==> src/rtl/pipe_adder_if.sv <==
// Operand/result bus for pipe_adder: input-side valid/ready with operands,
// output-side valid/ready with result, overflow flag and accumulator view.
// master = operand producer / result consumer, slave = the adder itself.
interface pipe_adder_if #(
  parameter int WIDTH = 8
);
  logic             in_valid_i;
  logic             in_ready_o;
  logic [1:0]       op_i;
  logic [WIDTH-1:0] a_i;
  logic [WIDTH-1:0] b_i;
  logic             out_valid_o;
  logic             out_ready_i;
  logic [WIDTH-1:0] res_o;
  logic             ovf_o;
  logic [WIDTH-1:0] acc_o;

  modport master (
    output in_valid_i, op_i, a_i, b_i, out_ready_i,
    input  in_ready_o, out_valid_o, res_o, ovf_o, acc_o
  );

  modport slave (
    input  in_valid_i, op_i, a_i, b_i, out_ready_i,
    output in_ready_o, out_valid_o, res_o, ovf_o, acc_o
  );
endinterface

==> src/rtl/pipe_adder.sv <==
// pipe_adder: pipelined add/sub/accumulate unit with valid/ready on both sides.
// The arithmetic happens when a beat enters stage 1; later stages only delay
// the {valid,res,ovf} tuple. Each stage advances when it is empty or when the
// stage after it advances, so bubbles collapse and a full pipe still streams
// at one beat per cycle.
// Optional feature: define PIPE_ADDER_SAT_EN to saturate results (and the
// accumulator) instead of wrapping; ovf_o is raised in both builds.
module pipe_adder #(
  parameter int WIDTH  = 8,
  parameter int STAGES = 2
) (
  input  logic          clk_i,
  input  logic          reset_i,
  pipe_adder_if.slave   bus
);
  localparam logic [1:0] OP_ADD = 2'b00;
  localparam logic [1:0] OP_SUB = 2'b01;
  localparam logic [1:0] OP_ACC = 2'b10;
  localparam logic [1:0] OP_CLR = 2'b11;

  logic             r_valid [STAGES];
  logic [WIDTH-1:0] r_res   [STAGES];
  logic             r_ovf   [STAGES];
  logic [WIDTH-1:0] r_acc;

  // w_adv[k] : stage k may load this cycle; w_adv[STAGES] is the consumer.
  logic             w_adv   [STAGES+1];
  logic             w_accept;
  logic [WIDTH:0]   w_sum;
  logic [WIDTH-1:0] w_res;
  logic             w_ovf;
  logic             w_acc_we;
  logic [WIDTH-1:0] w_acc_next;

  assign w_adv[STAGES] = bus.out_ready_i;

  genvar gi;
  generate
    for (gi = 0; gi < STAGES; gi++) begin : g_adv
      assign w_adv[gi] = ~r_valid[gi] | w_adv[gi+1];
    end
  endgenerate

  // in_ready depends only on stage occupancy and out_ready, never on in_valid.
  assign bus.in_ready_o = w_adv[0];
  assign w_accept       = bus.in_valid_i & w_adv[0];

  // Compute the result tuple and the accumulator update for the offered beat.
  always_comb begin
    w_sum      = '0;
    w_res      = '0;
    w_ovf      = 1'b0;
    w_acc_we   = 1'b0;
    w_acc_next = r_acc;
    case (bus.op_i)
      OP_ADD: begin
        w_sum = {1'b0, bus.a_i} + {1'b0, bus.b_i};
        w_ovf = w_sum[WIDTH];
        w_res = w_sum[WIDTH-1:0];
`ifdef PIPE_ADDER_SAT_EN
        if (w_ovf) w_res = '1;
`endif
      end
      OP_SUB: begin
        w_sum = {1'b0, bus.a_i} - {1'b0, bus.b_i};
        w_ovf = (bus.a_i < bus.b_i);
        w_res = w_sum[WIDTH-1:0];
`ifdef PIPE_ADDER_SAT_EN
        if (w_ovf) w_res = '0;
`endif
      end
      OP_ACC: begin
        w_sum = {1'b0, r_acc} + {1'b0, bus.a_i};
        w_ovf = w_sum[WIDTH];
        w_res = w_sum[WIDTH-1:0];
`ifdef PIPE_ADDER_SAT_EN
        if (w_ovf) w_res = '1;
`endif
        // The accumulator keeps exactly what the beat reports.
        w_acc_we   = 1'b1;
        w_acc_next = w_res;
      end
      OP_CLR: begin
        w_res      = r_acc;
        w_ovf      = 1'b0;
        w_acc_we   = 1'b1;
        w_acc_next = '0;
      end
      default: begin
        w_res = '0;
      end
    endcase
  end

  // Accumulator changes only on accepted ACC/CLR beats, so the next beat sees it.
  always_ff @(posedge clk_i or negedge reset_i) begin
    if (!reset_i) begin
      r_acc <= '0;
    end else if (w_accept && w_acc_we) begin
      r_acc <= w_acc_next;
    end
  end

  // Shift the {valid,res,ovf} tuples forward wherever a stage advances.
  always_ff @(posedge clk_i or negedge reset_i) begin
    if (!reset_i) begin
      for (int k = 0; k < STAGES; k++) begin
        r_valid[k] <= 1'b0;
        r_res[k]   <= '0;
        r_ovf[k]   <= 1'b0;
      end
    end else begin
      if (w_adv[0]) begin
        r_valid[0] <= bus.in_valid_i;
        if (bus.in_valid_i) begin
          r_res[0] <= w_res;
          r_ovf[0] <= w_ovf;
        end
      end
      for (int k = 1; k < STAGES; k++) begin
        if (w_adv[k]) begin
          r_valid[k] <= r_valid[k-1];
          r_res[k]   <= r_res[k-1];
          r_ovf[k]   <= r_ovf[k-1];
        end
      end
    end
  end

  assign bus.out_valid_o = r_valid[STAGES-1];
  assign bus.res_o       = r_res[STAGES-1];
  assign bus.ovf_o       = r_ovf[STAGES-1];
  assign bus.acc_o       = r_acc;

endmodule
==> src/flat_wrapper.sv <==
// flat-port wrapper written by rule: the top's interface ports become plain ports
module pipe_adder_flat 
#(
  parameter int WIDTH  = 8,
  parameter int STAGES = 2
)
  (clk_i, reset_i, bus_in_valid_i, bus_op_i, bus_a_i, bus_b_i, bus_out_ready_i, bus_in_ready_o, bus_out_valid_o, bus_res_o, bus_ovf_o, bus_acc_o);
  pipe_adder_if #(.WIDTH(WIDTH)) bus_i ();
  input  logic clk_i;
  input  logic reset_i;
  input wire logic [$bits(bus_i.in_valid_i)-1:0] bus_in_valid_i;
  input wire logic [$bits(bus_i.op_i)-1:0] bus_op_i;
  input wire logic [$bits(bus_i.a_i)-1:0] bus_a_i;
  input wire logic [$bits(bus_i.b_i)-1:0] bus_b_i;
  input wire logic [$bits(bus_i.out_ready_i)-1:0] bus_out_ready_i;
  output wire logic [$bits(bus_i.in_ready_o)-1:0] bus_in_ready_o;
  output wire logic [$bits(bus_i.out_valid_o)-1:0] bus_out_valid_o;
  output wire logic [$bits(bus_i.res_o)-1:0] bus_res_o;
  output wire logic [$bits(bus_i.ovf_o)-1:0] bus_ovf_o;
  output wire logic [$bits(bus_i.acc_o)-1:0] bus_acc_o;
  assign bus_i.in_valid_i = bus_in_valid_i;
  assign bus_i.op_i = bus_op_i;
  assign bus_i.a_i = bus_a_i;
  assign bus_i.b_i = bus_b_i;
  assign bus_i.out_ready_i = bus_out_ready_i;
  assign bus_in_ready_o = bus_i.in_ready_o;
  assign bus_out_valid_o = bus_i.out_valid_o;
  assign bus_res_o = bus_i.res_o;
  assign bus_ovf_o = bus_i.ovf_o;
  assign bus_acc_o = bus_i.acc_o;
  pipe_adder #(.WIDTH(WIDTH), .STAGES(STAGES)) u_core (.clk_i(clk_i), .reset_i(reset_i), .bus(bus_i));
endmodule
==> config.mk <==
export PLATFORM = sky130hd
export DESIGN_NAME = pipe_adder_flat
export DESIGN_NICKNAME = d
export VERILOG_FILES = /design/src/rtl/pipe_adder_if.sv /design/src/rtl/pipe_adder.sv /design/src/flat_wrapper.sv
export SDC_FILE = /design/constraint.sdc
export NUM_CORES = 1
export LEC_CHECK = 0
export CAP_MARGIN = 20
export CORE_MARGIN = 10
export CORE_UTILIZATION = 44
export CTS_BUF_LIST = sky130_fd_sc_hd__clkbuf_4
export DETAILED_ROUTE_END_ITERATION = 7
export GPL_ROUTABILITY_DRIVEN = 0
export PLACE_DENSITY_LB_ADDON = 0.08
export SLEW_MARGIN = 5
export SYNTH_ARGS = -nofsm -noshare
export SYNTH_HDL_FRONTEND = slang
export SYNTH_SLANG_ARGS = --single-unit
==> constraint.sdc <==
create_clock -name clk_i -period 3.14 [get_ports clk_i]
set_input_delay 0.471 -clock clk_i [delete_from_list [all_inputs] [get_ports clk_i]]
set_output_delay 0.471 -clock clk_i [all_outputs]
set_load 0.02 [all_outputs]
==> results by group <==
Run status
  – Status: finished, final reports clean

Timing
  – Final Max Tran Viols: 0
  – RSZ-0062 raised after global routing: no
  – Max Clock Freq: 378.4 MHz
  – Final WS setup: 0.4975 ns
  – Clock skew: 0.006529 ns
  – Hold Slack: around 0.49 ns
  – Final setup viols: 0
  – Fin crit share: 0.8415
  – Worst-margin pin slew: 0.4902 ns
  – Minimum clock period: 2.642 ns
  – Final setup TNS: 0 ns
  – Final Hold Viols: 0
  – Relative slew slack: 0.6724

Routing
  – TritonRoute pass-1 iters: 4
  – Routed WL: between 5000 and 6000 µm
  – Initial DRC Count: 175
  – Final ANT Viol Nets: 0
  – Post-route DRC: 0
  – WL/cell: 15.44 µm
  – Vias per Instance: about 5.5
  – Via count: 2007

Synth
  – Synth cell types: 51
  – Seq cells post-synth: 28
  – Yosys warns: 0
  – Post-synthesis sequential area ratio: 0.2993
  – Leading register cell type out of synthesis: dfrtp_1
  – Share of Yosys cell area claimed by the top area cell type: 0.2993
  – Post-Synthesis Cells: roughly 270
  – Syn avg cell area: roughly 9 µm²
  – Mapped Area: between 2000 and 2500 µm²
  – Async S/R FF share, synth: 1.000
  – Yosys top cell by area: dfrtp_1
  – Synth Net Count: 315
  – Area contributors post-synth: dfrtp_1 30%, ha_1 13%, o21ai_0 6.0%
  – Post-synth EDFFs: 0

Power
  – Max VDD drop: 0.0002229 V
  – Sw frac: 0.4084
  – Leakage: 1.212 nW
  – PwrDens: 555.7 nW/µm²
  – Comb power frac: 0.544
  – Clk pwr share: 0.101
  – Internal: 0.9066 mW
  – Sequential share of power: 0.356
  – Sw Pwr: 0.6259 mW

CTS
  – Clock Tree Root: clkbuf_4
  – Clk slew on worst S/H paths: 0.16 ns
  – TritonCTS Sinks: 28
  – CTS tree: yes
  – Resized cells post-CTS: 0
  – Clk_lat worst skew: 0.33 ns
  – Total CTS buffers: 3
  – Setup repair bufs after CTS: 0
  – CTS max path bufs: 2
  – H-tree level count: 1
  – Cts hold-fix bufs: 0

Setup path
  – Worst R2R Path Depth: 8
  – CP required: ~3.4 ns
  – Crit-path max FO: 3
  – CP Class: input pin to flip-flop
  – Crit path launch type: input pin
  – Setup crit end kind: flip-flop
  – WP data arrival: 2.92 ns
  – Crit path from: bus_a_i[0]
  – Origin of the critical flop-to-flop path: u_core.bus.acc_o[0]

GRT
  – Vias in the first global route: 1980
  – Overflow after GRT: 0
  – Initial antenna violation count: 0
  – Global-route wire length before repair: 9535 µm
  – Largest net degree at the start of global routing: 29
  – GRT Overall Usage: 0.1325

Cells and area
  – Number of fillers in the final layout: 516
  – Nets@finish: 344
  – Layout cell share with drive strength beyond 1: 0.08874
  – Ant diodes: 0
  – Layout area overhead: 17.80%

Placement
  – Post-Place Worst Slack: ~0.17 ns
  – DPL Wire Length: ~4500 µm
  – Port buffer count: 40

Hold path
  – Worst hold start: u_core.r_valid[1]
  – Min-Delay Path Depth: 1
  – Worst hold path class: flip-flop to flip-flop

Die
  – Starting Density: 0.4555
  – Die width: 92.94 µm
  – Core region area: 5140 µm²
  – Row count: 26
  – DIE HEIGHT: 92.94 µm
  – Die Footprint: 8638 µm²
  – Num ports: 41

Run
  – Maxcap violations: 0
==> cells in the final DEF, fill, tap and decap left out, types with 10 or more instances in the layout <==
| cell | synthesis | layout |
|---|---|---|
| o21ai_0 | 28 | 28 |
| dfrtp_1 | 28 | 28 |
| clkdlybuf4s50_1 | 0 | 40 |
| nand2_1 | 25 | 25 |
| a211oi_1 | 10 | 10 |
| ha_1 | 24 | 24 |
| inv_1 | 17 | 17 |
| mux2_2 | 10 | 10 |
| a21oi_1 | 15 | 15 |
| nor2_1 | 16 | 16 |
==> cells in the mapped netlist (all sizes together) (3+ instances only) <==
cell,count
o21ai,29
a21oi,15
dfrtp,28
xor2,4
nand2,25
nor3,5
clkbuf,5
inv,17
o21bai,3
a31oi,3
buf,14
nor2,16
mux2,11
a221oi,3
a21o,5
xnor2,5
nand3,3
a211oi,10
nand2b,5
fa,3
nor4,3
ha,24
==> path summary, 6_finish.rpt <==
check	end	slack, ns
hold / removal	u_core.bus.out_valid_o	0.49
setup reg to reg	u_core.r_ovf[1]	0.81
setup / recovery	u_core.r_res[14]	0.50
min in group asynchronous	u_core.bus.res_o[3]	0.50
hold reg to reg	u_core.bus.out_valid_o	0.49
max in group asynchronous	u_core.r_res[14]	2.38
==> stage by stage <==
step / utilization / power (mW) / area [µm²] / cells
after floorplan: - / 1.125 / 2341 / 266
after global placement: 0.5321 / 1.376 / 2735 / 360
after detailed placement: 0.5321 / 1.385 / 2735 / 360
after CTS: 0.5365 / 1.537 / 2758 / 363
after global routing: 0.5365 / 1.657 / 2758 / 363
final: 0.5365 / 1.533 / 2758 / 363
==> power by group through the flow <==
| stage | clock network [mW] | logic (mW) | registers (mW) |
|---|---|---|---|
| after floorplan | 0 | 0.548 | 0.577 |
| after global placement | 0 | 0.825 | 0.551 |
| after detailed placement | 0 | 0.832 | 0.553 |
| after CTS | 0.156 | 0.836 | 0.545 |
| after global routing | 0.175 | 0.922 | 0.560 |
| final | 0.154 | 0.833 | 0.545 |
==> state kept, by name, indices dropped and copies added, names as in the netlist <==
name	flops
u_core.bus.res_o	8
u_core.r_valid	1
u_core.bus.out_valid_o	1
u_core.r_res	8
u_core.bus.acc_o	8
u_core.r_ovf	1
u_core.bus.ovf_o	1
==> final cells by class <==
type                    instances  area (µm²)  share of cell area
clock buffers                   3       22.52            0.008167
inverters                      17       63.81             0.02314
multi-input cells             202        1460              0.5295
flip-flops and latches         28       700.7              0.2541
well taps                      70       87.58             0.03176
repair buffers                 43       422.9              0.1534
==> metal layers <==
| layer | part of all wire | vias up | GRT usage |
|---|---|---|---|
| met4 | 0.011 | 0 | 0.04242 |
| li1 | - | 1007 | - |
| met5 | 0 | - | 0 |
| met1 | 0.49 | 935 | 0.1795 |
| met2 | 0.44 | 60 | 0.2079 |
| met3 | 0.058 | 5 | 0.02260 |
==> cell families after synthesis <==
kind of cell               synth area share
muxes                               0.05452
AOI/OAI and AO/OA                    0.2411
DFF                                  0.2993
and+or+nand+nor                      0.1406
xor gates and xnor gates            0.03367
buffers and inverters               0.07696
adders and majority gates            0.1539
==> critical path, stage by stage <==
cell and delay [ns]:
clkdlybuf4s50_1 0.45, inv_1 0.07, ha_1 0.15, inv_1 0.05, fa_1 0.42, a211oi_1 0.26, nor2_1 0.09, or4_1 0.42
o211ai_2 0.10, mux2_4 0.32, o21ai_2 0.12
(Power assumes the default switching activity.)
